**config.mk**
```make
export PLATFORM = sky130hd
export DESIGN_NAME = reg_access_sequencer_flat
export DESIGN_NICKNAME = d
export VERILOG_FILES = /design/src/rtl/reg_access_sequencer_if.sv /design/src/rtl/reg_access_sequencer.sv /design/src/flat_wrapper.sv
export SDC_FILE = /design/constraint.sdc
export NUM_CORES = 1
export LEC_CHECK = 0
export BUFFER_PORTS_ARGS = -buffer_cell sky130_fd_sc_hd__buf_2
export CAP_MARGIN = 20
export CELL_PAD_IN_SITES_DETAIL_PLACEMENT = 1
export CELL_PAD_IN_SITES_GLOBAL_PLACEMENT = 1
export CORE_MARGIN = 5
export CORE_UTILIZATION = 49
export DETAILED_ROUTE_END_ITERATION = 6
export GPL_TIMING_DRIVEN = 0
export PLACE_DENSITY_LB_ADDON = 0.1
export SYNTH_ARGS = -nofsm -noshare
export SYNTH_HDL_FRONTEND = slang
export SYNTH_SLANG_ARGS = --single-unit
```
**constraint.sdc**
```tcl
create_clock -name clk_in -period 3.71 [get_ports clk_in]
set_clock_uncertainty 0.2 [all_clocks]
set_input_delay 0 -clock clk_in [delete_from_list [all_inputs] [get_ports clk_in]]
set_output_delay 0 -clock clk_in [all_outputs]
set_load 0.005 [all_outputs]
```
**src/rtl/reg_access_sequencer_if.sv**
```systemverilog
// Decode/commit-side request channels and the register-file task port,
// bundled so the sequencer (master) and its environment (slave) share one definition.
interface reg_access_sequencer_if #(
    parameter int DATA_W = 32
);
    logic              rd_req_valid;
    logic              rd_req_ready;
    logic [4:0]        rs1_id;
    logic [4:0]        rs2_id;
    logic              rd_resp_valid;
    logic              rd_resp_ready;
    logic [DATA_W-1:0] rs1_val;
    logic [DATA_W-1:0] rs2_val;
    logic              wb_valid;
    logic              wb_ready;
    logic [4:0]        wb_id;
    logic [DATA_W-1:0] wb_data;
    logic              rf_have_task;
    logic [4:0]        rf_reg_id;
    logic              rf_rw;
    logic [DATA_W-1:0] rf_data_in;
    logic [DATA_W-1:0] rf_data_out;

    modport master (
        input  rd_req_valid, rs1_id, rs2_id, rd_resp_ready,
               wb_valid, wb_id, wb_data, rf_data_out,
        output rd_req_ready, rd_resp_valid, rs1_val, rs2_val,
               wb_ready, rf_have_task, rf_reg_id, rf_rw, rf_data_in
    );

    modport slave (
        output rd_req_valid, rs1_id, rs2_id, rd_resp_ready,
               wb_valid, wb_id, wb_data, rf_data_out,
        input  rd_req_ready, rd_resp_valid, rs1_val, rs2_val,
               wb_ready, rf_have_task, rf_reg_id, rf_rw, rf_data_in
    );
endinterface

```
**src/rtl/reg_access_sequencer.sv**
```systemverilog
// Serialises buffered commit write-backs and operand-pair reads onto the
// single-port register-file task interface; writes always win over reads.
module reg_access_sequencer #(
    parameter int WB_DEPTH = 4,
    parameter int DATA_W   = 32
) (
    input  logic                  clk_in,
    input  logic                  rst_in,
    input  logic                  rdy_in,
    input  logic                  flush_pipline,
    reg_access_sequencer_if.master bus
);
    localparam int PTR_W = (WB_DEPTH > 1) ? $clog2(WB_DEPTH) : 1;
    localparam int CNT_W = $clog2(WB_DEPTH) + 1;

    typedef enum logic [2:0] {IDLE, RD1, RD2, CAP, RESP} state_t;

    state_t             state, state_next;
    logic [4:0]         fifo_id   [WB_DEPTH];
    logic [DATA_W-1:0]  fifo_data [WB_DEPTH];
    logic [PTR_W-1:0]   wr_ptr, rd_ptr;
    logic [CNT_W-1:0]   count;
    logic [4:0]         rs1_q, rs2_q;
    logic               active, push, pop, accept, cap1, cap2;
    logic               fifo_empty, fifo_full;

    // Reset and pause both mask every handshake and task strobe combinationally.
    assign active     = rdy_in && !rst_in;
    assign fifo_full  = (count == CNT_W'(WB_DEPTH));
    assign fifo_empty = (count == '0);

    assign bus.wb_ready      = active && !fifo_full;
    assign push              = bus.wb_valid && bus.wb_ready && (bus.wb_id != 5'd0);
    assign bus.rd_resp_valid = (state == RESP);

    always_comb begin
        state_next       = state;
        pop              = 1'b0;
        accept           = 1'b0;
        cap1             = 1'b0;
        cap2             = 1'b0;
        bus.rd_req_ready = 1'b0;
        bus.rf_have_task = 1'b0;
        bus.rf_rw        = 1'b0;
        bus.rf_reg_id    = 5'd0;
        bus.rf_data_in   = '0;
        if (active) begin
            unique case (state)
                IDLE: begin
                    if (!fifo_empty) begin
                        bus.rf_have_task = 1'b1;
                        bus.rf_rw        = 1'b1;
                        bus.rf_reg_id    = fifo_id[rd_ptr];
                        bus.rf_data_in   = fifo_data[rd_ptr];
                        pop              = 1'b1;
                    end else if (!flush_pipline) begin
                        bus.rd_req_ready = 1'b1;
                        if (bus.rd_req_valid) begin
                            accept     = 1'b1;
                            state_next = RD1;
                        end
                    end
                end
                RD1: begin
                    if (flush_pipline) begin
                        state_next = IDLE;
                    end else begin
                        bus.rf_have_task = 1'b1;
                        bus.rf_reg_id    = rs1_q;
                        state_next       = RD2;
                    end
                end
                RD2: begin
                    if (flush_pipline) begin
                        state_next = IDLE;
                    end else begin
                        bus.rf_have_task = 1'b1;
                        bus.rf_reg_id    = rs2_q;
                        cap1             = 1'b1;
                        state_next       = CAP;
                    end
                end
                CAP: begin
                    if (flush_pipline) begin
                        state_next = IDLE;
                    end else begin
                        cap2       = 1'b1;
                        state_next = RESP;
                    end
                end
                RESP: begin
                    if (flush_pipline || bus.rd_resp_ready) state_next = IDLE;
                end
                default: state_next = IDLE;
            endcase
        end
    end

    always_ff @(posedge clk_in or posedge rst_in) begin
        if (rst_in) begin
            state       <= IDLE;
            wr_ptr      <= '0;
            rd_ptr      <= '0;
            count       <= '0;
            bus.rs1_val <= '0;
            bus.rs2_val <= '0;
        end else begin
            state <= state_next;
            if (push) wr_ptr <= wr_ptr + PTR_W'(1);
            if (pop)  rd_ptr <= rd_ptr + PTR_W'(1);
            case ({push, pop})
                2'b10:   count <= count + CNT_W'(1);
                2'b01:   count <= count - CNT_W'(1);
                default: count <= count;
            endcase
            // Register x0 reads as zero whatever the file returns.
            if (cap1) bus.rs1_val <= (rs1_q == 5'd0) ? '0 : bus.rf_data_out;
            if (cap2) bus.rs2_val <= (rs2_q == 5'd0) ? '0 : bus.rf_data_out;
        end
    end

    always_ff @(posedge clk_in) begin
        if (push) begin
            fifo_id[wr_ptr]   <= bus.wb_id;
            fifo_data[wr_ptr] <= bus.wb_data;
        end
        if (accept) begin
            rs1_q <= bus.rs1_id;
            rs2_q <= bus.rs2_id;
        end
    end
endmodule

```
**src/flat_wrapper.sv**
```systemverilog
// flat-port wrapper written by rule: the top's interface ports become plain ports
module reg_access_sequencer_flat 
#(
    parameter int WB_DEPTH = 4,
    parameter int DATA_W   = 32
)
  (clk_in, rst_in, rdy_in, flush_pipline, bus_rd_req_valid, bus_rs1_id, bus_rs2_id, bus_rd_resp_ready, bus_wb_valid, bus_wb_id, bus_wb_data, bus_rf_data_out, bus_rd_req_ready, bus_rd_resp_valid, bus_rs1_val, bus_rs2_val, bus_wb_ready, bus_rf_have_task, bus_rf_reg_id, bus_rf_rw, bus_rf_data_in);
  reg_access_sequencer_if #(.DATA_W(DATA_W)) bus_i ();
  input  logic clk_in;
  input  logic rst_in;
  input  logic rdy_in;
  input  logic flush_pipline;
  input wire logic [$bits(bus_i.rd_req_valid)-1:0] bus_rd_req_valid;
  input wire logic [$bits(bus_i.rs1_id)-1:0] bus_rs1_id;
  input wire logic [$bits(bus_i.rs2_id)-1:0] bus_rs2_id;
  input wire logic [$bits(bus_i.rd_resp_ready)-1:0] bus_rd_resp_ready;
  input wire logic [$bits(bus_i.wb_valid)-1:0] bus_wb_valid;
  input wire logic [$bits(bus_i.wb_id)-1:0] bus_wb_id;
  input wire logic [$bits(bus_i.wb_data)-1:0] bus_wb_data;
  input wire logic [$bits(bus_i.rf_data_out)-1:0] bus_rf_data_out;
  output wire logic [$bits(bus_i.rd_req_ready)-1:0] bus_rd_req_ready;
  output wire logic [$bits(bus_i.rd_resp_valid)-1:0] bus_rd_resp_valid;
  output wire logic [$bits(bus_i.rs1_val)-1:0] bus_rs1_val;
  output wire logic [$bits(bus_i.rs2_val)-1:0] bus_rs2_val;
  output wire logic [$bits(bus_i.wb_ready)-1:0] bus_wb_ready;
  output wire logic [$bits(bus_i.rf_have_task)-1:0] bus_rf_have_task;
  output wire logic [$bits(bus_i.rf_reg_id)-1:0] bus_rf_reg_id;
  output wire logic [$bits(bus_i.rf_rw)-1:0] bus_rf_rw;
  output wire logic [$bits(bus_i.rf_data_in)-1:0] bus_rf_data_in;
  assign bus_i.rd_req_valid = bus_rd_req_valid;
  assign bus_i.rs1_id = bus_rs1_id;
  assign bus_i.rs2_id = bus_rs2_id;
  assign bus_i.rd_resp_ready = bus_rd_resp_ready;
  assign bus_i.wb_valid = bus_wb_valid;
  assign bus_i.wb_id = bus_wb_id;
  assign bus_i.wb_data = bus_wb_data;
  assign bus_i.rf_data_out = bus_rf_data_out;
  assign bus_rd_req_ready = bus_i.rd_req_ready;
  assign bus_rd_resp_valid = bus_i.rd_resp_valid;
  assign bus_rs1_val = bus_i.rs1_val;
  assign bus_rs2_val = bus_i.rs2_val;
  assign bus_wb_ready = bus_i.wb_ready;
  assign bus_rf_have_task = bus_i.rf_have_task;
  assign bus_rf_reg_id = bus_i.rf_reg_id;
  assign bus_rf_rw = bus_i.rf_rw;
  assign bus_rf_data_in = bus_i.rf_data_in;
  reg_access_sequencer #(.WB_DEPTH(WB_DEPTH), .DATA_W(DATA_W)) u_core (.clk_in(clk_in), .rst_in(rst_in), .rdy_in(rdy_in), .flush_pipline(flush_pipline), .bus(bus_i));
endmodule
```
* Word-level counts from Yosys, hierarchy flattened
Memories as Yosys holds them, arrays and structs flattened. Index checks and enable logic that the tools add are counted.
Storage, ports and cells: register bits 84, latch bits 0, RAM bits 148, memory bits (read-only) 0, input bits 86, word-level logic and storage cells 79, memories 2
Memories:
- u_core.fifo_data | words 4, width 32, read ports 1, clocked after Yosys merged registers in 0, wr ports 1, line reg_access_sequencer.sv:20 | logic [DATA_W-1:0] fifo_data [WB_DEPTH];
- u_core.fifo_id | words 4, width 5, read ports 1, clocked after Yosys merged registers in 0, wr ports 1, line reg_access_sequencer.sv:19 | logic [4:0] fifo_id [WB_DEPTH];
Cells by class: add/sub/neg operators 4, multipliers 0, div/mod/pow operators 0, order comparisons 0, equal/unequal tests 11, shift-type cells 0, muxes and demuxes 39, bitwise operators 0, reduce and logical (&&, ||, !) cells 15
Operator list (number):
- two-way mux 32 bit | 5
- two-way mux 5 bit | 4
- two-way mux 1 bit | 19
- two-way mux 3 bit | 5
- case mux 3 bit (5 select lines) | 1
- case mux 5 bit (3 select lines) | 1
- zero test 5 bit | 2
- equality test 3 x 2 -> 1 bit, second input constant | 2
- equality test 3 bit, second input constant | 2
- zero test 3 bit | 2
- case mux 3 bit (2 select lines) | 1
- AND reduction 5 bit | 1
- nonzero test 5 bit | 1
- adder 2 x 1 -> 2 bit, second input constant | 2
- logical AND 1 bit | 4
- two-way mux 2 bit | 2
- inequality test 2 x 1 -> 1 bit, second input constant | 2
- inequality test 2 bit, second input constant | 2
- adder 3 x 1 -> 3 bit, second input constant | 1
- equality test 3 x 1 -> 1 bit, second input constant | 1
- subtractor 3 x 1 -> 3 bit, second input constant | 1
- equality test 2 x 1 -> 1 bit, second input constant | 1
- equality test 2 bit, second input constant | 1
- zero test 1 bit | 2
- 4 further kinds | 4

* Longest topological paths before layout
Gate-level depths: netlist of the first run.
depth after elaboration 7, mapped depth 10, depth with buffers taken out 9

* Worst setup path after synthesis of the first run
Ideal clock, no wire load.
kind register -> register, from register u_core.count[0], to register u_core.count[2], data arrival time 2155 ps, data required time 3385 ps, slack 1229 ps, cell stages (with the launch flop) 10, path buffers 1, cells stage by stage dfrtp_1 nor3_1 nand3b_1 buf_2 inv_1 ha_1 fa_1 xnor2_1 nor2_1 xor2_1
On the way: elaborated cells between the ends (all ways) 15, those cells by class 2 x add/sub; 3 x eq/ne; 4 x mux; 6 x reduce/logical
RTL lines:
- from (decl) | line reg_access_sequencer.sv:22 | logic [CNT_W-1:0] count;
- from (signal assigned) | line reg_access_sequencer.sv:112 | 2'b10: count <= count + CNT_W'(1);
- from (signal assigned) | line reg_access_sequencer.sv:113 | 2'b01: count <= count - CNT_W'(1);
- from (signal assigned) | line reg_access_sequencer.sv:114 | default: count <= count;
- zero test 3 bit (*) | line reg_access_sequencer.sv:30 | assign fifo_empty = (count == '0);
- two-way mux 1 bit (*) (3 in series)
- named net bus_rf_rw | line flat_wrapper.sv:28 | output wire logic [$bits(bus_i.rf_rw)-1:0] bus_rf_rw;
- equality test 2 x 1 -> 1 bit or equality test 2 bit (tied branches) | line reg_access_sequencer.sv:111 | case ({push, pop})
- case mux 3 bit (2 select lines) or nonzero test 2 bit (tied branches)
Mark *: on every way through the listed nets, which the timed path passes. The rest lies on a longest branch. A chain may end at the register's enable or synchronous reset.

* Final worst setup path of the first run
from register u_core.state[2], to register u_core.bus.rs2_val[29]
On the way: cells in the longest elaborated chain, start to end 3
Ends and longest elaborated chain:
- from (decl) | line reg_access_sequencer.sv:18 | state_t state, state_next;
- from (signal assigned) | line reg_access_sequencer.sv:108 | state <= state_next;
- equality test 3 x 2 -> 1 bit | line reg_access_sequencer.sv:48 | unique case (state)
- two-way mux 1 bit | line reg_access_sequencer.sv:48
- two-way mux 1 bit | line reg_access_sequencer.sv:47 | if (active) begin
- to (signal assigned) | line reg_access_sequencer.sv:118 | if (cap2) bus.rs2_val <= (rs2_q == 5'd0) ? '0 : bus.rf_data_out;
- to (decl) | line reg_access_sequencer_if.sv:27 | output rd_req_ready, rd_resp_valid, rs1_val, rs2_val,
No other way between the ends.

==> results.json, run 1 <==
{
  "status": "completed",
  "cts_tree": "yes",
  "async_flop_share_pct": 31.9,
  "hold_ws_ns": 0.0298,
  "antenna-diode-count": 0,
  "finalNetCount": 879,
  "wl_per_cell_um": 22.6,
  "io_buffers": 191,
  "synth_top_area_cell": "edfxtp_1",
  "placementRows": 49,
  "leakage_nw": 4.89,
  "synth.avg_cell_area_um2": 18.8,
  "yosysSeqAreaShare_pct": 74.3,
  "worstPathArrival_ns": 3.21,
  "ys_ff_latch": 232,
  "grt_pass1_wl_mm": 36.3,
  "area_growth_pct": 34.2,
  "hold_viol": 0,
  "die_w_um": 145,
  "setup_slack_ns": 0.755,
  "drive_gt1_share_pct": 36.4,
  "power_density_mw_per_mm2": 659,
  "ctsRootBufferMaster": "clkbuf_16",
  "fin_cells": 1035,
  "synth_area_leaders": "edfxtp_1 (53%), dfrtp_1 (21%), mux4_2 (9.4%), a22o_1 (6.3%), nor2b_1 (2.4%)",
  "fin_crit_sh_pct": 79.7,
  "vdd_drop_max_mv": 0.470,
  "core_mm2": 0.0179,
  "place_inst": 897,
  "hpwl_mm": 14.8,
  "cts.clk_slew.worst_paths_ns": 0.06,
  "cts_buffer_depth": 3,
  "grt_max_degree": 75,
  "met1_usage_pct": 27.9,
  "crit_path_start_kind": "register",
  "crit_fanout": 7,
  "critPathKind": "reg -> reg",
  "ant_nets": 0,
  "fmax_ghz": 0.338,
  "yosysTopAreaCellShare_pct": 53.4,
  "viasPerCell": 5.48,
  "top_usage_layer": "met2",
  "clock_sinks": 232,
  "netlist_instances": 473,
  "antenna_found_initial": 0,
  "synth.distinct_cells": 37,
  "tns_ns": 0,
  "clk_latency_ns": 0.52,
  "cts_buffers": 25,
  "slew_viol_final": 0,
  "tightest_slew_ns": 0.923,
  "cap_violations": 0,
  "synth_warnings": 0,
  "gp_congestion": 0.806,
  "whs_path_depth": 2,
  "floorplan.initialDensity_pct": 49.6,
  "drt-total-wl_mm": 23.4,
  "max-slew-margin-rel_pct": 38.4,
  "drt_iter0_markers": 241,
  "use_met3_pct": 5.13,
  "rsz0062_at_grt": "no",
  "reg2reg_depth": 6,
  "grt_overflow_total": 0,
  "drt_pass1_iterations": 4,
  "crit_path_end_kind": "register",
  "grt_use_met2_pct": 40.6,
  "cts_resized": 0,
  "fp.dieArea_mm2": 0.0209,
  "grt_usage_pct": 22.5,
  "h-tree-depth": 1,
  "syn_area_mm2": 0.00888,
  "pre_cts_slack_ns": 0.832,
  "vias": 5667,
  "cp.required_ns": 3.96,
  "grt_pass1_vias": 6252,
  "synth_edf_count": 158,
  "min-delay-path-class": "in -> reg",
  "synth_ff_type": "edfxtp_1",
  "drc_errors": 0,
  "post-route-min-period_ns": 2.96,
  "die_h_um": 145,
  "setup_viol": 0,
  "syn_nets": 565,
  "boundaryPins": 192
}
## per-stage QoR
step                      instance area [um^2]  total power, W  utilization, %
after CTS                                11900         0.00791            66.5
final                                    11900         0.00786            66.6
after floorplan                           8880         0.00465               -
after detailed placement                 10200         0.00543            57.0
after global placement                   10100         0.00532            56.5
after global routing                     11900         0.00827            66.6
## cell families after synthesis
logic type	synth area share, %
flops	74.3
compound gates	8.13
simple gates	4.44
buf+inv	2.00
mux	9.64
xor+xnor	0.592
fa+ha+maj	0.930
## flip-flops by register name (all words and copies together) (netlist names)
name                cells
u_core.count            3
u_core.bus.rs1_val     32
u_core.rs2_q            5
u_core.wr_ptr           2
u_core.state            3
u_core.fifo_data      128
u_core.rd_ptr           2
u_core.fifo_id         20
u_core.rs1_q            5
u_core.bus.rs2_val     32
## timing repair
action                    in CTS  in global routing
setup buffers                  0                  0
hold endpoints to repair     312                  1
hold buffers                  91                  1
## synth_stat cells, drive strengths merged, types with 4 or more instances
| cell | count |
|---|---|
| dfrtp | 74 |
| edfxtp | 158 |
| clkbuf | 14 |
| ha | 5 |
| inv | 12 |
| xnor2 | 4 |
| a21oi | 6 |
| nor2b | 34 |
| nand2 | 5 |
| a22oi | 5 |
| mux4 | 37 |
| buf | 14 |
| a22o | 64 |
| o32ai | 5 |
| nor2 | 6 |
| and2 | 5 |
| nor3 | 5 |
## cells in the final DEF, fill, tap and decap left out, types with 6 or more instances in the layout
cell	netlist	final
dlygate4sd3_1	0	92
a22o_1	64	64
dfrtp_1	74	74
clkbuf_16	0	27
nor2b_1	34	34
nor2_1	6	6
buf_2	10	201
inv_1	12	11
edfxtp_1	158	158
mux4_2	37	37
clkbuf_1	14	23
## worst paths after layout
path / from / endpoint / slack (ns)
worst max-delay path: u_core.state[2]$_DFFE_PP0P_ / u_core.bus.rs2_val[29]$_DFFE_PP0P_ / 0.75
worst min-delay path: bus_rs1_id[0] / u_core.rs1_q[0]$_DFFE_PP_ / 0.03
worst max register to register: u_core.state[2]$_DFFE_PP0P_ / u_core.bus.rs2_val[29]$_DFFE_PP0P_ / 0.75
worst min register to register: u_core.bus.rs1_val[23]$_DFFE_PP0P_ / u_core.bus.rs1_val[23]$_DFFE_PP0P_ / 0.30
max in group asynchronous: rst_in / u_core.bus.rs1_val[18]$_DFFE_PP0P_ / 2.59
min in group asynchronous: rst_in / u_core.bus.rs2_val[13]$_DFFE_PP0P_ / 0.11
## worst max-delay path, stage by stage, from the launching register on
cell and delay (ns):
dfrtp_1 0.45, nor4b_4 0.31, dlygate4sd3_1 0.69, nand3_2 0.21
a21oi_2 0.30, a22o_1 0.17, dlygate4sd3_1 0.56
## metal layers
layer,wire length [um],up-vias
met2,12000,200
met5,0,-
met4,340,0
met1,9420,2938
met3,1640,26
li1,-,2503
## final cells by class
| type | count | area, um^2 |
|---|---|---|
| clock buffer | 38 | 737 |
| timing repair buffer | 287 | 1960 |
| tap | 229 | 287 |
| inverter | 12 | 47.5 |
| clock inverter | 8 | 46.3 |
| buffer | 28 | 133 |
| sequential | 232 | 6600 |
| fill | 1575 | 5990 |
| multi-input combinational | 201 | 2110 |
## where the power goes
| part | internal, W | switching (W) |
|---|---|---|
| Sequential | 0.00319 | 0.000232 |
| Clock | 0.00138 | 0.000977 |
| Combinational | 0.00113 | 0.000954 |
Power figures use the tool's default switching activity.
==> run 2, diff against run 1 <==
- CORE_UTILIZATION: 49 -> 45
- clock period: 3.71 -> 2.81 ns (I/O delays scaled with it)
==> run 2 against run 1 <==
Against the previous run: critical path depth unchanged; setup slack got worse by 0.65 ns; first-iteration DRC count decreased by 3.3%; largest cell class unchanged; via count increased by 0.65%; design area increased by 1.8%; core utilization decreased by 4.2 points; largest power group unchanged; sequential share of layout area decreased by 0.97 points; critical path type unchanged.
==> results.json, run 2 (same netlist as run 1, synthesis figures left out) <==
{
  "status": "completed",
  "net-switching-power_w": 0.00291,
  "setup_viol": 0,
  "met1_usage_pct": 23.9,
  "top_usage_layer": "met2",
  "tns_ns": 0,
  "crit_fanout": 10,
  "fin_crit_sh_pct": 96.2,
  "r2r_setup_slack_ns": 0.11,
  "area_growth_pct": 36.5,
  "cts.clk_slew.worst_paths_ns": 0.06,
  "drt_iter0_markers": 233,
  "worstPathArrival_ns": 2.95,
  "crit_path_end_kind": "register",
  "tightest_slew_ns": 0.911,
  "die_w_um": 150,
  "cp.required_ns": 3.05,
  "drc_errors": 0,
  "die_h_um": 150,
  "fp.dieArea_mm2": 0.0226,
  "wl_per_cell_um": 21.8,
  "drt-total-wl_mm": 23.5,
  "power_frac_comb_pct": 25.6,
  "h-tree-depth": 1,
  "clock_sinks": 232,
  "p_clk_share_pct": 32.2,
  "rsz0062_at_grt": "no",
  "grt_overflow_total": 0,
  "io_buffers": 191,
  "hpwl_mm": 14.6,
  "critPathKind": "reg -> reg",
  "vdd_drop_max_mv": 0.572,
  "use_met3_pct": 3.85,
  "finalNetCount": 883,
  "ant_nets": 0,
  "drive_gt1_share_pct": 37.1,
  "boundaryPins": 192,
  "clk_latency_ns": 0.51,
  "crit_path_start_kind": "register",
  "viasPerCell": 5.30,
  "gp_congestion": 0.744,
  "leakage_nw": 4.95,
  "core_mm2": 0.0195,
  "fmax_ghz": 0.370,
  "cap_violations": 0,
  "min-delay-path-class": "in -> reg",
  "reg_top3": "u_core.fifo_data: 128 flops, u_core.bus.rs1_val: 32 flops, u_core.bus.rs2_val: 32 flops",
  "slew_viol_final": 0,
  "grt_max_degree": 75,
  "final_cell_mix": "buf_2 (199), edfxtp_1 (158), dlygate4sd3_1 (95)",
  "cts_buffer_depth": 3,
  "pre_cts_slack_ns": -0.162,
  "p_int_w": 0.00785,
  "ctsRootBufferMaster": "clkbuf_16",
  "grt_pass1_vias": 6408,
  "top_register": "u_core.fifo_data",
  "cts_tree": "yes",
  "power_density_mw_per_mm2": 888,
  "max-slew-margin-rel_pct": 39.3,
  "setup_slack_ns": 0.106,
  "grt_usage_pct": 20.6,
  "cts_buffers": 26,
  "final_common_cell": "buf_2",
  "pwr-share-seq_pct": 42.2,
  "grt_pass1_wl_mm": 35.9,
  "antenna-diode-count": 0,
  "placementRows": 51,
  "vias": 5704,
  "drt_pass1_iterations": 5,
  "floorplan.initialDensity_pct": 45.6,
  "hold_viol": 0,
  "grt_use_met2_pct": 38.7,
  "p_sw_share_pct": 27.1,
  "largest_reg_flops": 128,
  "antenna_found_initial": 0,
  "post-route-min-period_ns": 2.70
}
[run 2: cell count changes in the layout (fill, tap and decap cells not counted), moves of 2 or more]
cell and delta:
buf_2 -2, bufinv_16 +3, clkbuf_1 -6, clkbuf_4 +2
clkbuf_8 +3, clkinvlp_4 +2, dlygate4sd3_1 +3, inv_6 -2
[run 2: cell type report]
| cell class | instances | area [um^2] |
|---|---|---|
| Timing Repair Buffer | 291 | 1990 |
| Clock buffer | 36 | 759 |
| Buffer | 27 | 134 |
| Clock inverter | 12 | 140 |
| Tap cell | 265 | 332 |
| Sequential cell | 232 | 6600 |
| Inverter | 12 | 47.5 |
| Multi-Input combinational cell | 201 | 2120 |
| Fill cell | 1808 | 7340 |
[run 2: routing by layer]
layer	up-vias	routed length, um	share of wire [%]
li1	2524	-	-
met1	2930	8910	38
met2	204	12500	53
met3	46	1480	6.3
met4	0	608	2.6
met5	-	0	0
[run 2: worst max-delay path, cell delays in order (launching register included)]
cell and delay, ns:
dfrtp_1 0.45, nor4b_4 0.36, dlygate4sd3_1 0.68, nand3_2 0.20
a21oi_2 0.32, buf_4 0.25, a22o_1 0.16
[run 2: path summary, 6_finish.rpt]
| kind | end | from | cells past startpoint |
|---|---|---|---|
| worst min-delay path | u_core.fifo_data[0][8]$_DFFE_PP_ | bus_wb_data[8] | 2 |
| min in group asynchronous | u_core.bus.rs2_val[27]$_DFFE_PP0P_ | rst_in | 3 |
| worst max-delay path | u_core.bus.rs2_val[6]$_DFFE_PP0P_ | u_core.state[2]$_DFFE_PP0P_ | 6 |
| worst max register to register | u_core.bus.rs2_val[6]$_DFFE_PP0P_ | u_core.state[2]$_DFFE_PP0P_ | 6 |
| worst min register to register | u_core.bus.rs1_val[13]$_DFFE_PP0P_ | u_core.bus.rs1_val[13]$_DFFE_PP0P_ | 1 |
| max in group asynchronous | u_core.bus.rs2_val[1]$_DFFE_PP0P_ | rst_in | 3 |
[run 2: metrics by stage]
stage | cell area (um^2) | cells | utilization, % | total power, W | hold WS [ns]
after global placement | 10200 | 929 | 52.2 | 0.00707 | -0.0211
after floorplan | 8880 | 473 | - | 0.00614 | -0.101
after CTS | 12100 | 1077 | 62.3 | 0.0108 | 0.00180
after global routing | 12100 | 1076 | 62.3 | 0.0113 | 0.0271
after detailed placement | 10300 | 933 | 52.7 | 0.00720 | -0.0208
final | 12100 | 1076 | 62.3 | 0.0108 | 0.0366
[run 2: what timing repair did]
item / CTS / global route
resized for setup: 1 / 3
hold buffers: 95 / 0
endpoints found under the setup margin: 2 / 7
endpoints found under the hold margin: 312 / 0
buffers inserted: 1 / 0
cloned: 0 / 0
pin swaps: 0 / 0
[run 2: power groups by stage]
| stage | Sequential [W] | Combinational, W | Clock, W |
|---|---|---|---|
| finish | 0.00454 | 0.00276 | 0.00347 |
| floorplan | 0.00455 | 0.00159 | 0 |
| CTS | 0.00451 | 0.00278 | 0.00354 |
| global placement | 0.00453 | 0.00255 | 0 |
| detailed placement | 0.00456 | 0.00264 | 0 |
| global route | 0.00459 | 0.00300 | 0.00371 |
==> run 3, diff against run 2 <==
- CORE_UTILIZATION: 45 -> 47
- CTS_BUF_LIST: default -> sky130_fd_sc_hd__clkbuf_8
==> run 3 against run 2 <==
Against the previous run: setup slack better by 0.097 ns; hold slack worse by 0.0050 ns; clock power is 24% lower; maximum frequency grew 3.7%; global-route usage increased by 0.47 points; largest cell class unchanged.
==> results.json, run 3 (same netlist as run 1, synthesis figures left out) <==
{
  "status": "completed",
  "critPathSlowestCell": "clkbuf_1",
  "hold_ws_ns": 0.0315,
  "fin_cells": 1076,
  "reg_top3": "u_core.fifo_data: 128 flops, u_core.bus.rs1_val: 32 flops, u_core.bus.rs2_val: 32 flops",
  "wl_per_cell_um": 21.1,
  "floorplan.initialDensity_pct": 47.6,
  "viasPerCell": 5.29,
  "gp_congestion": 0.824,
  "cp.required_ns": 2.61,
  "final_cell_mix": "buf_2 (200), edfxtp_1 (158), dlygate4sd3_1 (102)",
  "cts.clk_slew.worst_paths_ns": 0.06,
  "top_register": "u_core.fifo_data",
  "fp.dieArea_mm2": 0.0217,
  "crit_buf_inv": 3,
  "fin_crit_sh_pct": 92.8,
  "drive_gt1_share_pct": 36.9,
  "cp-startpoint": "u_core.rd_ptr[1]$_DFFE_PP0P_",
  "drc_errors": 0,
  "r2r_setup_slack_ns": 0.24,
  "post-route-min-period_ns": 2.61,
  "core_mm2": 0.0186,
  "grt_use_met2_pct": 37.7,
  "clk_latency_ns": 0.52,
  "p_sw_share_pct": 28.6,
  "crit_path_end_kind": "primary output",
  "crit_chain": "buf_2, clkbuf_1, mux4_2, nor2b_1, buf_2",
  "crit_fanout": 10,
  "grt_overflow_total": 0,
  "max_stage_delay_ns": 0.55,
  "net-switching-power_w": 0.00284,
  "io_buffers": 191,
  "grt_pass1_vias": 6467,
  "cp.depth": 5,
  "final_common_cell": "buf_2",
  "worstPathArrival_ns": 2.41,
  "ctsRootBufferMaster": "clkbuf_8",
  "cts_buffer_depth": 3,
  "crit_path_start_kind": "register",
  "die_w_um": 147,
  "die_h_um": 147,
  "rr_endpoint": "u_core.bus.rs2_val[28]$_DFFE_PP0P_",
  "critPathMostFrequentCell": "buf_2",
  "setup_slack_ns": 0.203,
  "reg2reg_depth": 6,
  "leakage_nw": 4.97,
  "cp-endpoint": "bus_rf_data_in[11]",
  "pre_cts_slack_ns": -0.0912,
  "placementRows": 50,
  "critPathTopFamily": "buffers and inverters",
  "power_density_mw_per_mm2": 829,
  "tns_ns": 0,
  "grt_max_degree": 75,
  "fillers": 1730,
  "vias": 5689,
  "multi_input_area_mm2": 0.00212,
  "grt_pass1_wl_mm": 35.9,
  "vdd_drop_max_mv": 0.479,
  "cts_buffers": 39,
  "tightest_slew_ns": 0.922,
  "cap_violations": 0,
  "antenna-diode-count": 0,
  "met1_usage_pct": 25.7,
  "rsz0062_at_grt": "no",
  "setup_viol": 0,
  "use_met3_pct": 4.90,
  "critPathKind": "reg -> out",
  "h-tree-depth": 2,
  "largest_reg_flops": 128,
  "boundaryPins": 192,
  "pwr-share-seq_pct": 45.6,
  "power_frac_comb_pct": 27.8,
  "drt-total-wl_mm": 22.7,
  "antenna_found_initial": 0,
  "grt_usage_pct": 21.1,
  "final_util_pct": 64.0,
  "top_usage_layer": "met2",
  "hold_viol": 0,
  "p_int_w": 0.00707,
  "clock_sinks": 232,
  "fmax_ghz": 0.384,
  "finalNetCount": 903,
  "ant_nets": 0,
  "place_inst": 902,
  "drt_pass1_iterations": 4,
  "register_area_mm2": 0.00660,
  "area_growth_pct": 34.4,
  "min-delay-path-class": "in -> reg",
  "max-slew-margin-rel_pct": 38.6,
  "drt_iter0_markers": 257,
  "slew_viol_final": 0,
  "reg2reg_from": "u_core.state[2]$_DFFE_PP0P_",
  "cts_tree": "yes",
  "p_clk_share_pct": 26.5,
  "hpwl_mm": 14.6
}
## run 3: changes by cell type in the layout (fill, tap and decap cells not counted), sizes merged
cell         before  now
clkinvlp          2    1
clkbuf           51   53
inv              12   29
clkinv            7   14
dlygate4sd3      95  102
buf             208  210
bufinv            3    0
## run 3: cell type report
class / count / area share (%)
inverter: 12 / 0.398
multi-input combinational: 201 / 17.7
tap: 234 / 2.45
sequential: 232 / 55.2
clock buffer: 40 / 4.61
buffer: 27 / 1.11
timing repair buffer: 298 / 17.3
clock inverter: 32 / 1.16
## run 3: per-stage QoR
step                power (W)  cell area [um^2]
CTS                    0.0100             11900
detailed placement    0.00717             10200
floorplan             0.00614              8880
global placement      0.00704             10100
global route           0.0105             11900
finish                0.00990             11900
## run 3: power groups by stage
stage	combinational [W]	sequential [W]	clock [W]
after floorplan	0.00159	0.00455	0
after global placement	0.00252	0.00453	0
after detailed placement	0.00261	0.00456	0
after CTS	0.00278	0.00451	0.00271
after global routing	0.00302	0.00457	0.00289
final	0.00275	0.00452	0.00263
## run 3: worst min path at each step
| stage | startpoint | end | slack [ns] | depth (start not counted) |
|---|---|---|---|---|
| final | bus_wb_data[7] | u_core.fifo_data[3][7]$_DFFE_PP_ | 0.03 | 2 |
| after global routing | bus_wb_data[21] | u_core.fifo_data[3][21]$_DFFE_PP_ | 0.01 | 2 |
| after CTS | bus_wb_data[21] | u_core.fifo_data[3][21]$_DFFE_PP_ | 0.001 | 2 |
| after detailed placement | bus_rs1_id[4] | u_core.rs1_q[4]$_DFFE_PP_ | -0.02 | 1 |
| after global placement | bus_rs1_id[2] | u_core.rs1_q[2]$_DFFE_PP_ | -0.02 | 1 |
| after floorplan | bus_wb_data[0] | u_core.fifo_data[0][0]$_DFFE_PP_ | -0.10 | 0 |
## run 3: what timing repair did
item                                   CTS  global route
endpoints found under the hold margin  312             0
setup endpoints to repair                2             2
gates resized for setup                  2             2
buffers inserted                         0             1
cloned                                   0             0
hold buffers                           102             0
pin swaps                                0             0
## run 3: routing by layer
layer / vias up / routed length (um)
met1: 2905 / 9210
li1: 2558 / -
met4: 0 / 417
met2: 193 / 11600
met3: 33 / 1420
met5: - / 0
